### src/rtl/clock_pkg.sv
// Shared types and time constants for the digital clock time-of-day controller.
package clock_pkg;

    typedef enum logic [1:0] {
        RUN     = 2'd0,
        SET_HR  = 2'd1,
        SET_MIN = 2'd2
    } state_e;

    localparam int SECS_PER_HOUR = 3600;
    localparam int SECS_PER_MIN  = 60;
    localparam int SECS_PER_DAY  = 86400;
    localparam int HOURS_PER_DAY = 24;
    localparam int MIN_PER_HOUR  = 60;

endpackage

### src/rtl/tick_prescaler.sv
// Free-running divider producing a one-cycle seconds tick and a 50% blink phase.
module tick_prescaler #(
    parameter int CLK_HZ = 50_000_000
) (
    input  logic clk,
    input  logic reset,
    input  logic clear,
    output logic sec_tick,
    output logic blink_phase
);

    localparam int PW = (CLK_HZ > 2) ? $clog2(CLK_HZ) : 1;
    localparam logic [PW-1:0] LAST = PW'(CLK_HZ - 1);
    localparam logic [PW-1:0] HALF = PW'(CLK_HZ / 2);

    logic [PW-1:0] pc_q, pc_d;

    always_comb begin
        pc_d = pc_q + PW'(1);
        if (clear || pc_q == LAST) begin
            pc_d = '0;
        end
    end

    always_ff @(posedge clk or posedge reset) begin
        if (reset) begin
            pc_q <= '0;
        end else begin
            pc_q <= pc_d;
        end
    end

    assign sec_tick    = (pc_q == LAST);
    assign blink_phase = (pc_q >= HALF);

endmodule

### src/rtl/clock_time_controller.sv
// Time-of-day keeper with a button-driven set-time FSM and blinking field blank mask.
module clock_time_controller
    import clock_pkg::*;
#(
    parameter int CLK_HZ = 50_000_000
) (
    input  logic        clk,
    input  logic        reset,
    input  logic        mode_btn,
    input  logic        inc_btn,
    output logic [31:0] seconds,
    output logic [5:0]  blank,
    output logic [1:0]  mode
);

    localparam logic [31:0] K_HOUR  = 32'(SECS_PER_HOUR);
    localparam logic [31:0] K_MIN   = 32'(SECS_PER_MIN);
    localparam logic [4:0]  HH_LAST = 5'(HOURS_PER_DAY - 1);
    localparam logic [5:0]  MM_LAST = 6'(MIN_PER_HOUR - 1);
    localparam logic [5:0]  SS_LAST = 6'(SECS_PER_MIN - 1);

    logic [1:0] state_q, state_d;
    logic [4:0] hh_q, hh_d, hh_inc;
    logic [5:0] mm_q, mm_d, mm_inc;
    logic [5:0] ss_q, ss_d;
    logic       sec_tick, blink_phase, pc_clear;

    tick_prescaler #(.CLK_HZ(CLK_HZ)) u_prescaler (
        .clk         (clk),
        .reset       (reset),
        .clear       (pc_clear),
        .sec_tick    (sec_tick),
        .blink_phase (blink_phase)
    );

    assign hh_inc = (hh_q == HH_LAST) ? 5'd0 : hh_q + 5'd1;
    assign mm_inc = (mm_q == MM_LAST) ? 6'd0 : mm_q + 6'd1;

    // A mode press always wins over an increment; in RUN it coexists with the tick.
    always_comb begin
        state_d  = state_q;
        hh_d     = hh_q;
        mm_d     = mm_q;
        ss_d     = ss_q;
        pc_clear = 1'b0;
        case (state_q)
            SET_HR: begin
                if (mode_btn)     state_d = SET_MIN;
                else if (inc_btn) hh_d = hh_inc;
            end
            SET_MIN: begin
                if (mode_btn) begin
                    state_d  = RUN;
                    ss_d     = 6'd0;
                    pc_clear = 1'b1;
                end else if (inc_btn) begin
                    mm_d = mm_inc;
                end
            end
            default: begin
                if (mode_btn) state_d = SET_HR;
                if (sec_tick) begin
                    if (ss_q == SS_LAST) begin
                        ss_d = 6'd0;
                        mm_d = mm_inc;
                        if (mm_q == MM_LAST) hh_d = hh_inc;
                    end else begin
                        ss_d = ss_q + 6'd1;
                    end
                end
            end
        endcase
    end

    always_ff @(posedge clk or posedge reset) begin
        if (reset) begin
            state_q <= RUN;
            hh_q    <= '0;
            mm_q    <= '0;
            ss_q    <= '0;
        end else begin
            state_q <= state_d;
            hh_q    <= hh_d;
            mm_q    <= mm_d;
            ss_q    <= ss_d;
        end
    end

    assign seconds = ({27'd0, hh_q} * K_HOUR) + ({26'd0, mm_q} * K_MIN) + {26'd0, ss_q};
    assign mode    = state_q;

    always_comb begin
        blank = 6'b000000;
        if (blink_phase) begin
            if (state_q == SET_HR)  blank = 6'b110000;
            if (state_q == SET_MIN) blank = 6'b001100;
        end
    end

endmodule
### config.mk
export PLATFORM = sky130hd
export DESIGN_NAME = clock_time_controller
export DESIGN_NICKNAME = d
export VERILOG_FILES = /design/src/rtl/clock_pkg.sv /design/src/rtl/tick_prescaler.sv /design/src/rtl/clock_time_controller.sv
export SDC_FILE = /design/constraint.sdc
export NUM_CORES = 1
export LEC_CHECK = 0
export ABC_AREA = 0
export BUFFER_PORTS_ARGS = -buffer_cell sky130_fd_sc_hd__buf_2
export CAP_MARGIN = 40
export CELL_PAD_IN_SITES_DETAIL_PLACEMENT = 1
export CELL_PAD_IN_SITES_GLOBAL_PLACEMENT = 1
export CORE_ASPECT_RATIO = 0.9
export CORE_MARGIN = 4
export CORE_UTILIZATION = 46
export CTS_CLUSTER_SIZE = 40
export DETAILED_ROUTE_END_ITERATION = 6
export PLACE_DENSITY_LB_ADDON = 0.1
export SETUP_SLACK_MARGIN = 0.2
export SLEW_MARGIN = 15
export SYNTH_ARGS = -nofsm -noshare
export SYNTH_HDL_FRONTEND = slang
export SYNTH_SLANG_ARGS = --single-unit
### constraint.sdc
create_clock -name clk -period 7.1 [get_ports clk]
set_input_delay 1.42 -clock clk [delete_from_list [all_inputs] [get_ports clk]]
set_output_delay 1.42 -clock clk [all_outputs]
set_load 0.01 [all_outputs]
==> reports/summary.json, run 1 <==
{
  "most-common-layout-cells": "ha_1, nor2_1, dfrtp_1, inv_1, nand2_1",
  "share_of_synthesized_area_occupied_by_flip_flops_and_latches_pct": 25.55,
  "number_of_flops_mapped_to_enable_cells_by_yosys": 0,
  "maxClockFrequency_mhz": 153.9,
  "grt_pass1_vias": 3633,
  "nNetsFinal": 589,
  "fp.dieArea_sq_um": 11210,
  "hpwl_microns": 8137,
  "finalSetupViolations": 0,
  "tritoncts_num_sinks": 45,
  "worst_setup_path_start_kind": "flop",
  "place_worst_setup_slack_ns": 0.7490,
  "timing_hold_violations_final": 0,
  "post-route-period-util_pct": 91.49,
  "floorplan.core_area_sq_um": 9249,
  "route.detailed.drc": 0,
  "instances_no_fill": 632,
  "grt_max_degree": 46,
  "min_path_type": "reg -> reg",
  "yosys_register_bits": 45,
  "placementRows": 33,
  "layout_setup_ws_ns": 0.6039,
  "gr-usage-all-layers_pct": 19.00,
  "floorplan.die.width_microns": 111.2,
  "setup_total_negative_slack_ns": 0,
  "antenna_left": 0,
  "gpl.final_weighted_congestion": 0.8118,
  "worst_pin_slew_ns": 0.7510,
  "grt_antenna_before_repair": 0,
  "slew_viol_final": 0,
  "post_drt_via_cell_ratio": 5.424,
  "floorplan.initialDensity_pct": 47.66,
  "final.min_clock_period_ns": 6.496,
  "max_slew_margin_pct": 49.52,
  "post-place-cells": 624,
  "clk_latency_ns": 0.30,
  "area_growth_pct": 7.153,
  "worstSetupPathType": "reg -> out",
  "routed-via-count": 3428,
  "num_io_pins": 44,
  "layout-drive-gt1-share_pct": 11.37,
  "portBuffers": 27,
  "synth_area_sq_um": 4408,
  "first_pass_iteration_count_of_the_detailed_router": 4,
  "path_max_fanout": 8,
  "tritoncts": "done",
  "postSynthCellCount": 484,
  "yosys.cell_types.count": 63,
  "master_cell_of_the_clock_root_buffer": "clkbuf_8",
  "layout_commonest_cell": "ha_1",
  "clock_tree.htree_level_count": 2,
  "antenna-diode-count": 0,
  "cts_made_buffers": 5,
  "outcome": "finished clean",
  "layout.filler_cells": 1104,
  "yosysWarnings": 0,
  "grt_pass1_wl_microns": 17880,
  "unrepaired_setup_endpoints_after_global_routing": "false",
  "worstSetupEndpointType": "output port",
  "final_core_util_pct": 51.07,
  "maxCapViolCount": 0,
  "clock-skew-final_ns": 0.01017,
  "syn_avg_cell_area_sq_um": 9.107,
  "critical_path_arrival_ns": 5.08,
  "postCtsHoldBufs": 0,
  "totalWireLength_microns": 10190,
  "synth_top_flop_cell": "dfrtp_1",
  "wl_per_cell_microns": 16.12,
  "globalRouteOverflowTotal": 0,
  "path_clk_slew_ns": 0.08,
  "async_reset_ff_share_pct": 100.0,
  "clk_path_buf_depth": 2,
  "cp_data_required_time_ns": 5.68,
  "drtIter0Drc": 173,
  "die_height_microns": 100.9
}
-- routing by layer --
layer	share of wire (%)	up-vias	track usage, %
met2	47	47	31.02
met4	0.30	0	2.152
li1	-	1701	-
met5	0	-	0
met1	50	1676	28.00
met3	2.8	4	2.461
-- cell type report --
class,count,area [sq um],share of cell area [%]
multi-input combinational,383,2997,63.44
timing repair buffer,30,162.7,3.444
sequential,45,1126,23.84
inverter,44,165.2,3.497
clock inverter,2,37.54,0.7947
clock buffer,6,82.58,1.748
tap,122,152.6,3.232
-- state kept, by name (all words and copies together) (netlist names) --
name and count:
ss_q 6, mode 2, mm_q 6, hh_q 5, u_prescaler.pc_q 26
-- cells in the mapped netlist (3+ instances only) --
library cell / n / area share [%]
o21ai_0: 13 / 1.5
fa_1: 14 / 6.4
ha_1: 62 / 18
nor2b_1: 3 / 0.43
o21a_1: 6 / 1.0
o21bai_1: 4 / 0.68
nand3_1: 27 / 3.1
mux2i_1: 6 / 1.4
nand2_1: 34 / 2.9
o211ai_1: 6 / 1.0
xor2_1: 25 / 5.0
nand4_1: 9 / 1.3
buf_4: 20 / 3.4
a21oi_1: 19 / 2.2
a31o_2: 4 / 0.79
a21o_1: 4 / 0.68
xnor2_1: 20 / 4.0
dfrtp_1: 45 / 26
nor2_1: 47 / 4.0
inv_1: 44 / 3.7
buf_2: 3 / 0.34
and2_1: 4 / 0.57
and3_1: 8 / 1.1
a211oi_1: 6 / 1.0
-- final timing paths --
check	from	to	slack, ns	cells past startpoint
max	mm_q[0]$_DFFE_PP0P_	seconds[14]	0.60	17
min	ss_q[0]$_DFFE_PP0P_	ss_q[0]$_DFFE_PP0P_	0.57	1
max reg2reg	mm_q[2]$_DFFE_PP0P_	hh_q[4]$_DFFE_PP0P_	4.78	7
min reg2reg	ss_q[0]$_DFFE_PP0P_	ss_q[0]$_DFFE_PP0P_	0.57	1
max in group asynchronous	reset	ss_q[3]$_DFFE_PP0P_	5.44	3
min in group asynchronous	reset	mode[0]$_DFFE_PP0P_	1.25	3
-- stage by stage --
| step | instance area, sq um | hold slack, ns |
|---|---|---|
| 2_1_floorplan | 4464 | 0.4921 |
| 3_3_place_gp | 4578 | 0.5240 |
| 3_5_place_dp | 4598 | 0.5445 |
| 4_1_cts | 4718 | 0.5766 |
| 5_1_grt | 4723 | 0.6077 |
| 6_report | 4723 | 0.5736 |
-- worst max-delay path: stages, from the launching register on --
cell and delay, ns:
dfrtp_1 0.50, fa_1 0.62, xor2_1 0.21, ha_1 0.30
ha_1 0.29, a31o_2 0.21, a21oi_2 0.20, o21bai_1 0.09
a21oi_1 0.19, xnor2_1 0.18, ha_1 0.27, ha_1 0.34
a2111oi_1 0.42, o21a_1 0.22, nor3_1 0.08, o31ai_1 0.32
xnor2_1 0.17, buf_2 0.16
-- cells by family after synthesis --
| kind of cell | after synthesis | share of synthesized area (%) |
|---|---|---|
| and+or+nand+nor | 156 | 18.59 |
| AOI/OAI and AO/OA | 84 | 13.65 |
| adders and majority gates | 76 | 23.96 |
| buffers and inverters | 71 | 7.862 |
| xor gates and xnor gates | 45 | 8.941 |
| DFF | 45 | 25.55 |
| muxes | 6 | 1.363 |
| other | 1 | 0.08507 |
-- repair_timing --
action | CTS | global route
gates resized for setup | 0 | 3
setup endpoints to repair | 0 | 2
buffers inserted | 0 | 0
Power of run 1 is not shown: default switching activity piles up to over one toggle a cycle in this logic, so the estimate is an artifact.
==> run 2: changes to the inputs <==
- PLACE_DENSITY: default -> 0.87
- PLACE_DENSITY_LB_ADDON: 0.1 -> default
==> reports/summary.json, run 2 (synthesis gave the netlist of run 1 again) <==
{
  "outcome": "finished clean",
  "antenna-diode-count": 0,
  "layout.filler_cells": 1098,
  "register_with_the_highest_flop_count": "u_prescaler.pc_q",
  "layout-drive-gt1-share_pct": 11.18,
  "largest_reg_flops": 26,
  "worstSetupPathType": "reg -> out",
  "floorplan.die.width_microns": 111.2,
  "grt_pass1_vias": 3599,
  "master_cell_of_the_clock_root_buffer": "clkbuf_8",
  "area_growth_pct": 7.040,
  "grt_max_degree": 46,
  "maxCapViolCount": 0,
  "critical_path_arrival_ns": 5.07,
  "wl_per_cell_microns": 16.25,
  "maxClockFrequency_mhz": 154.0,
  "biggestRegsByFlops": "u_prescaler.pc_q (26), mm_q (6), ss_q (6)",
  "min_path_type": "reg -> reg",
  "max_slew_margin_pct": 45.93,
  "drtIter0Drc": 166,
  "route.detailed.drc": 0,
  "clk_path_buf_depth": 2,
  "floorplan.core_area_sq_um": 9249,
  "cts_made_buffers": 5,
  "hpwl_microns": 8072,
  "globalRouteOverflowTotal": 0,
  "slew_viol_final": 0,
  "clock_tree.htree_level_count": 2,
  "top_layer_used": "met4",
  "timing_hold_violations_final": 0,
  "worstSetupEndpointType": "output port",
  "tritoncts_num_sinks": 45,
  "first_pass_iteration_count_of_the_detailed_router": 4,
  "worst_setup_path_start_kind": "flop",
  "tritoncts": "done",
  "m1WireLength_microns": 4903,
  "detailed_route_wirelength_on_metal3_microns": 266,
  "path_max_fanout": 7,
  "fp.dieArea_sq_um": 11210,
  "path_clk_slew_ns": 0.08,
  "nNetsFinal": 589,
  "finalSetupViolations": 0,
  "num_io_pins": 44,
  "multi_input_comb_area_sq_um": 2995,
  "final.min_clock_period_ns": 6.493,
  "unrepaired_setup_endpoints_after_global_routing": "false",
  "routed-via-count": 3481,
  "clock-skew-final_ns": 0.01132,
  "grt_antenna_before_repair": 0,
  "portBuffers": 27,
  "clk_latency_ns": 0.31,
  "setup_total_negative_slack_ns": 0,
  "floorplan.initialDensity_pct": 47.66,
  "grt_pass1_wl_microns": 17440,
  "gr-usage-all-layers_pct": 18.54,
  "met2WireLength_microns": 5040,
  "antenna_left": 0,
  "cts_setup_buffers": 0,
  "cp_data_required_time_ns": 5.68,
  "most-common-layout-cells": "ha_1, nor2_1, dfrtp_1, inv_1, nand2_1",
  "post_drt_via_cell_ratio": 5.508,
  "placementRows": 33,
  "worst_pin_slew_ns": 0.8044,
  "die_height_microns": 100.9,
  "gpl.final_weighted_congestion": 0.8258,
  "storage_element_area_sq_um": 1126,
  "layout_commonest_cell": "ha_1",
  "post-route-period-util_pct": 91.45,
  "totalWireLength_microns": 10270
}
run 2: changes by cell type in the layout (fill, tap and decap cells not counted), sizes merged:
| cell | delta |
|---|---|
| clkbuf | +1 |
| clkinvlp | -1 |
run 2: worst max-delay path, stage by stage, from the launching register on:
cell	delay [ns]
dfrtp_1	0.51
inv_1	0.20
fa_1	0.49
fa_1	0.52
inv_1	0.06
ha_1	0.34
a21oi_2	0.22
o21bai_1	0.09
a21oi_1	0.17
xnor2_1	0.16
ha_1	0.27
ha_1	0.35
a2111oi_0	0.42
o21a_1	0.22
nor3_1	0.08
o311ai_1	0.35
xnor2_1	0.17
buf_2	0.16
run 2: layer usage:
metal,GRT usage [%],up-vias
met2,32.55,42
met4,2.619,0
met3,2.521,6
li1,-,1704
met1,25.19,1729
met5,0,-
run 2: final cells by class:
class / count / share of cell area (%)
clock buffer: 7 / 1.830
tap: 122 / 3.235
multi-input combinational: 383 / 63.48
sequential: 45 / 23.87
clock inverter: 1 / 0.6364
inverter: 44 / 3.500
timing repair buffer: 30 / 3.447
run 2: what timing repair did:
action / in CTS / in global routing
setup endpoints to repair: 0 / 1
gates resized for setup: 0 / 2
hold buffers: 0 / 0
run 2: path summary, 6_finish.rpt:
kind	start	end	slack (ns)	cells after the start
setup / recovery	mm_q[3]$_DFFE_PP0P_	seconds[16]	0.61	17
hold / removal	u_prescaler.pc_q[0]$_DFF_PP0_	u_prescaler.pc_q[0]$_DFF_PP0_	0.54	1
setup reg to reg	mode[0]$_DFFE_PP0P_	mm_q[4]$_DFFE_PP0P_	4.82	6
hold reg to reg	u_prescaler.pc_q[0]$_DFF_PP0_	u_prescaler.pc_q[0]$_DFF_PP0_	0.54	1
max in group asynchronous	reset	ss_q[2]$_DFFE_PP0P_	5.45	3
min in group asynchronous	reset	u_prescaler.pc_q[12]$_DFF_PP0_	1.25	3
run 2: through the flow:
| stage | utilization (%) | std cells | hold WS, ns | worst slack, ns | area [sq um] |
|---|---|---|---|---|---|
| after global routing | 51.01 | 632 | 0.5940 | 0.2565 | 4718 |
| final | 51.01 | 632 | 0.5449 | 0.6067 | 4718 |
| after CTS | 50.81 | 631 | 0.5497 | 0.3435 | 4700 |
| after detailed placement | 49.55 | 623 | 0.5388 | 0.6984 | 4583 |
| after global placement | 49.50 | 622 | 0.5314 | 0.9593 | 4578 |
| after floorplan | - | 499 | 0.4921 | 1.287 | 4464 |
Power of run 2 is left out for the same reason.
==> run 3: changes to the inputs <==
- CORE_UTILIZATION: 46 -> 34
- PLACE_DENSITY: 0.87 -> 0.69
==> reports/summary.json, run 3 (synthesis gave the netlist of run 1 again) <==
{
  "outcome": "finished clean",
  "biggestRegsByFlops": "u_prescaler.pc_q (26), mm_q (6), ss_q (6)",
  "gpl.final_weighted_congestion": 0.8081,
  "timing_hold_violations_final": 0,
  "gr-usage-all-layers_pct": 14.25,
  "tritoncts": "done",
  "finalSetupViolations": 0,
  "nNetsFinal": 589,
  "grt_antenna_before_repair": 0,
  "die_height_microns": 116.0,
  "rrSetupSlack_ns": 4.78,
  "wl_per_cell_microns": 15.20,
  "fp.dieArea_sq_um": 14850,
  "floorplan.die.width_microns": 128.0,
  "portBuffers": 27,
  "path_max_fanout": 7,
  "grt_pass1_vias": 3558,
  "most-common-layout-cells": "ha_1, nor2_1, dfrtp_1, inv_1, nand2_1",
  "hpwl_microns": 8141,
  "final.min_clock_period_ns": 6.552,
  "slew_viol_final": 0,
  "timing.critical_path.slowest_cell_delay_ns": 0.53,
  "post_drt_via_cell_ratio": 5.098,
  "worst_setup_path_start_kind": "flop",
  "layout-drive-gt1-share_pct": 11.18,
  "cts_made_buffers": 5,
  "antenna_left": 0,
  "hp-start": "u_prescaler.pc_q[0]$_DFF_PP0_",
  "cts_setup_buffers": 0,
  "route.detailed.drc": 0,
  "maxClockFrequency_mhz": 152.6,
  "floorplan.core_area_sq_um": 12690,
  "regToRegStartpoint": "u_prescaler.pc_q[8]$_DFF_PP0_",
  "grt_pass1_wl_microns": 17700,
  "worstRegToRegCells": 5,
  "worst_path_most_repeated_cell": "ha_1",
  "totalWireLength_microns": 10250,
  "clk_path_buf_depth": 2,
  "clk_latency_ns": 0.29,
  "max_slew_margin_pct": 42.93,
  "num_io_pins": 44,
  "worst_r2r_endpoint": "ss_q[4]$_DFFE_PP0P_",
  "unrepaired_setup_endpoints_after_global_routing": "false",
  "clock-skew-final_ns": 0.01323,
  "globalRouteOverflowTotal": 0,
  "clock_tree.htree_level_count": 2,
  "min_path_type": "reg -> reg",
  "placementRows": 39,
  "worstSetupPathType": "reg -> out",
  "layout_commonest_cell": "ha_1",
  "cpMaxStageDelayCell": "dfrtp_1",
  "tritoncts_num_sinks": 45,
  "post-route-period-util_pct": 92.28,
  "worst_pin_slew_ns": 0.8489,
  "antenna-diode-count": 0,
  "worstSetupEndpointType": "output port",
  "largest_reg_flops": 26,
  "critical_path_arrival_ns": 5.13,
  "path_clk_slew_ns": 0.06,
  "layout.filler_cells": 1498,
  "register_with_the_highest_flop_count": "u_prescaler.pc_q",
  "routed-via-count": 3436,
  "postCtsHoldBufs": 0,
  "drtIter0Drc": 172,
  "first_pass_iteration_count_of_the_detailed_router": 4,
  "master_cell_of_the_clock_root_buffer": "clkbuf_16",
  "grt_max_degree": 46,
  "worst_hold_path.num_cells": 1,
  "cp_data_required_time_ns": 5.68,
  "floorplan.initialDensity_pct": 34.74,
  "crit_path_cell_trace": "inv_1 -> fa_1 -> fa_1 -> inv_1 -> ha_1 -> a21oi_1 -> o21bai_1 -> a21oi_1 -> xnor2_1 -> ha_1 -> ha_1 -> a2111oi_1 -> o21a_1 -> nor3_1 -> o311ai_1 -> xnor2_1 -> buf_2",
  "min_delay_worst_endpoint": "u_prescaler.pc_q[0]$_DFF_PP0_",
  "maxCapViolCount": 0,
  "area_growth_pct": 9.424,
  "setup_total_negative_slack_ns": 0
}
run 3: changes by cell type in the layout (fill, tap and decap cells not counted), sizes merged:
cell      change
clkinv        +1
clkinvlp      +1
clkbuf        -2
run 3: critical path, delay by kind of cell (launching register included):
kind	cells	cell delay, ns
simple gates	1	0.09
fa+ha+maj	5	1.93
xor+xnor	2	0.32
flops	1	0.53
buf+inv	3	0.41
compound gates	6	1.57
run 3: how the worst max path moves through the flow:
stage	from	end	slack, ns	cells after the start
global route	mm_q[0]$_DFFE_PP0P_	seconds[16]	0.22	17
finish	mm_q[3]$_DFFE_PP0P_	seconds[16]	0.55	17
floorplan	mm_q[0]$_DFFE_PP0P_	seconds[16]	1.29	16
detailed placement	mm_q[3]$_DFFE_PP0P_	seconds[16]	0.76	17
CTS	mm_q[3]$_DFFE_PP0P_	seconds[16]	0.44	17
global placement	mm_q[3]$_DFFE_PP0P_	seconds[16]	0.93	17
run 3: cell type report:
type	count	area, sq um	area share (%)
Clock buffer	5	125.1	2.594
Clock inverter	3	46.29	0.9598
Timing Repair Buffer	30	162.7	3.372
Sequential cell	45	1126	23.35
Inverter	44	165.2	3.424
Multi-Input combinational cell	383	2993	62.05
Tap cell	164	205.2	4.254
run 3: per-stage QoR:
stage,cell area [sq um],util (%),hold WS (ns),setup WS (ns),instances
2_1_floorplan,4464,-,0.4921,1.287,499
3_3_place_gp,4631,36.50,0.5463,0.9273,664
3_5_place_dp,4636,36.54,0.5542,0.7644,665
4_1_cts,4807,37.89,0.5740,0.4392,673
5_1_grt,4823,38.02,0.6087,0.2231,674
6_report,4823,38.02,0.5709,0.5484,674
run 3: metal layers:
metal  wire (microns)  GRT usage (%)  vias up  share of wire [%]
met3              229          1.843        5                2.2
li1                 -              -     1701                  -
met5                0              0        -                  0
met2             4804          24.25       36                 47
met1             5159          19.94     1694                 50
met4               51          1.909        0               0.50
run 3: repair_timing:
item / in CTS / in global routing
resized for setup: 0 / 2
endpoints found under the setup margin: 0 / 1
endpoints found under the hold margin: 0 / 0
Power of run 3 is left out for the same reason.
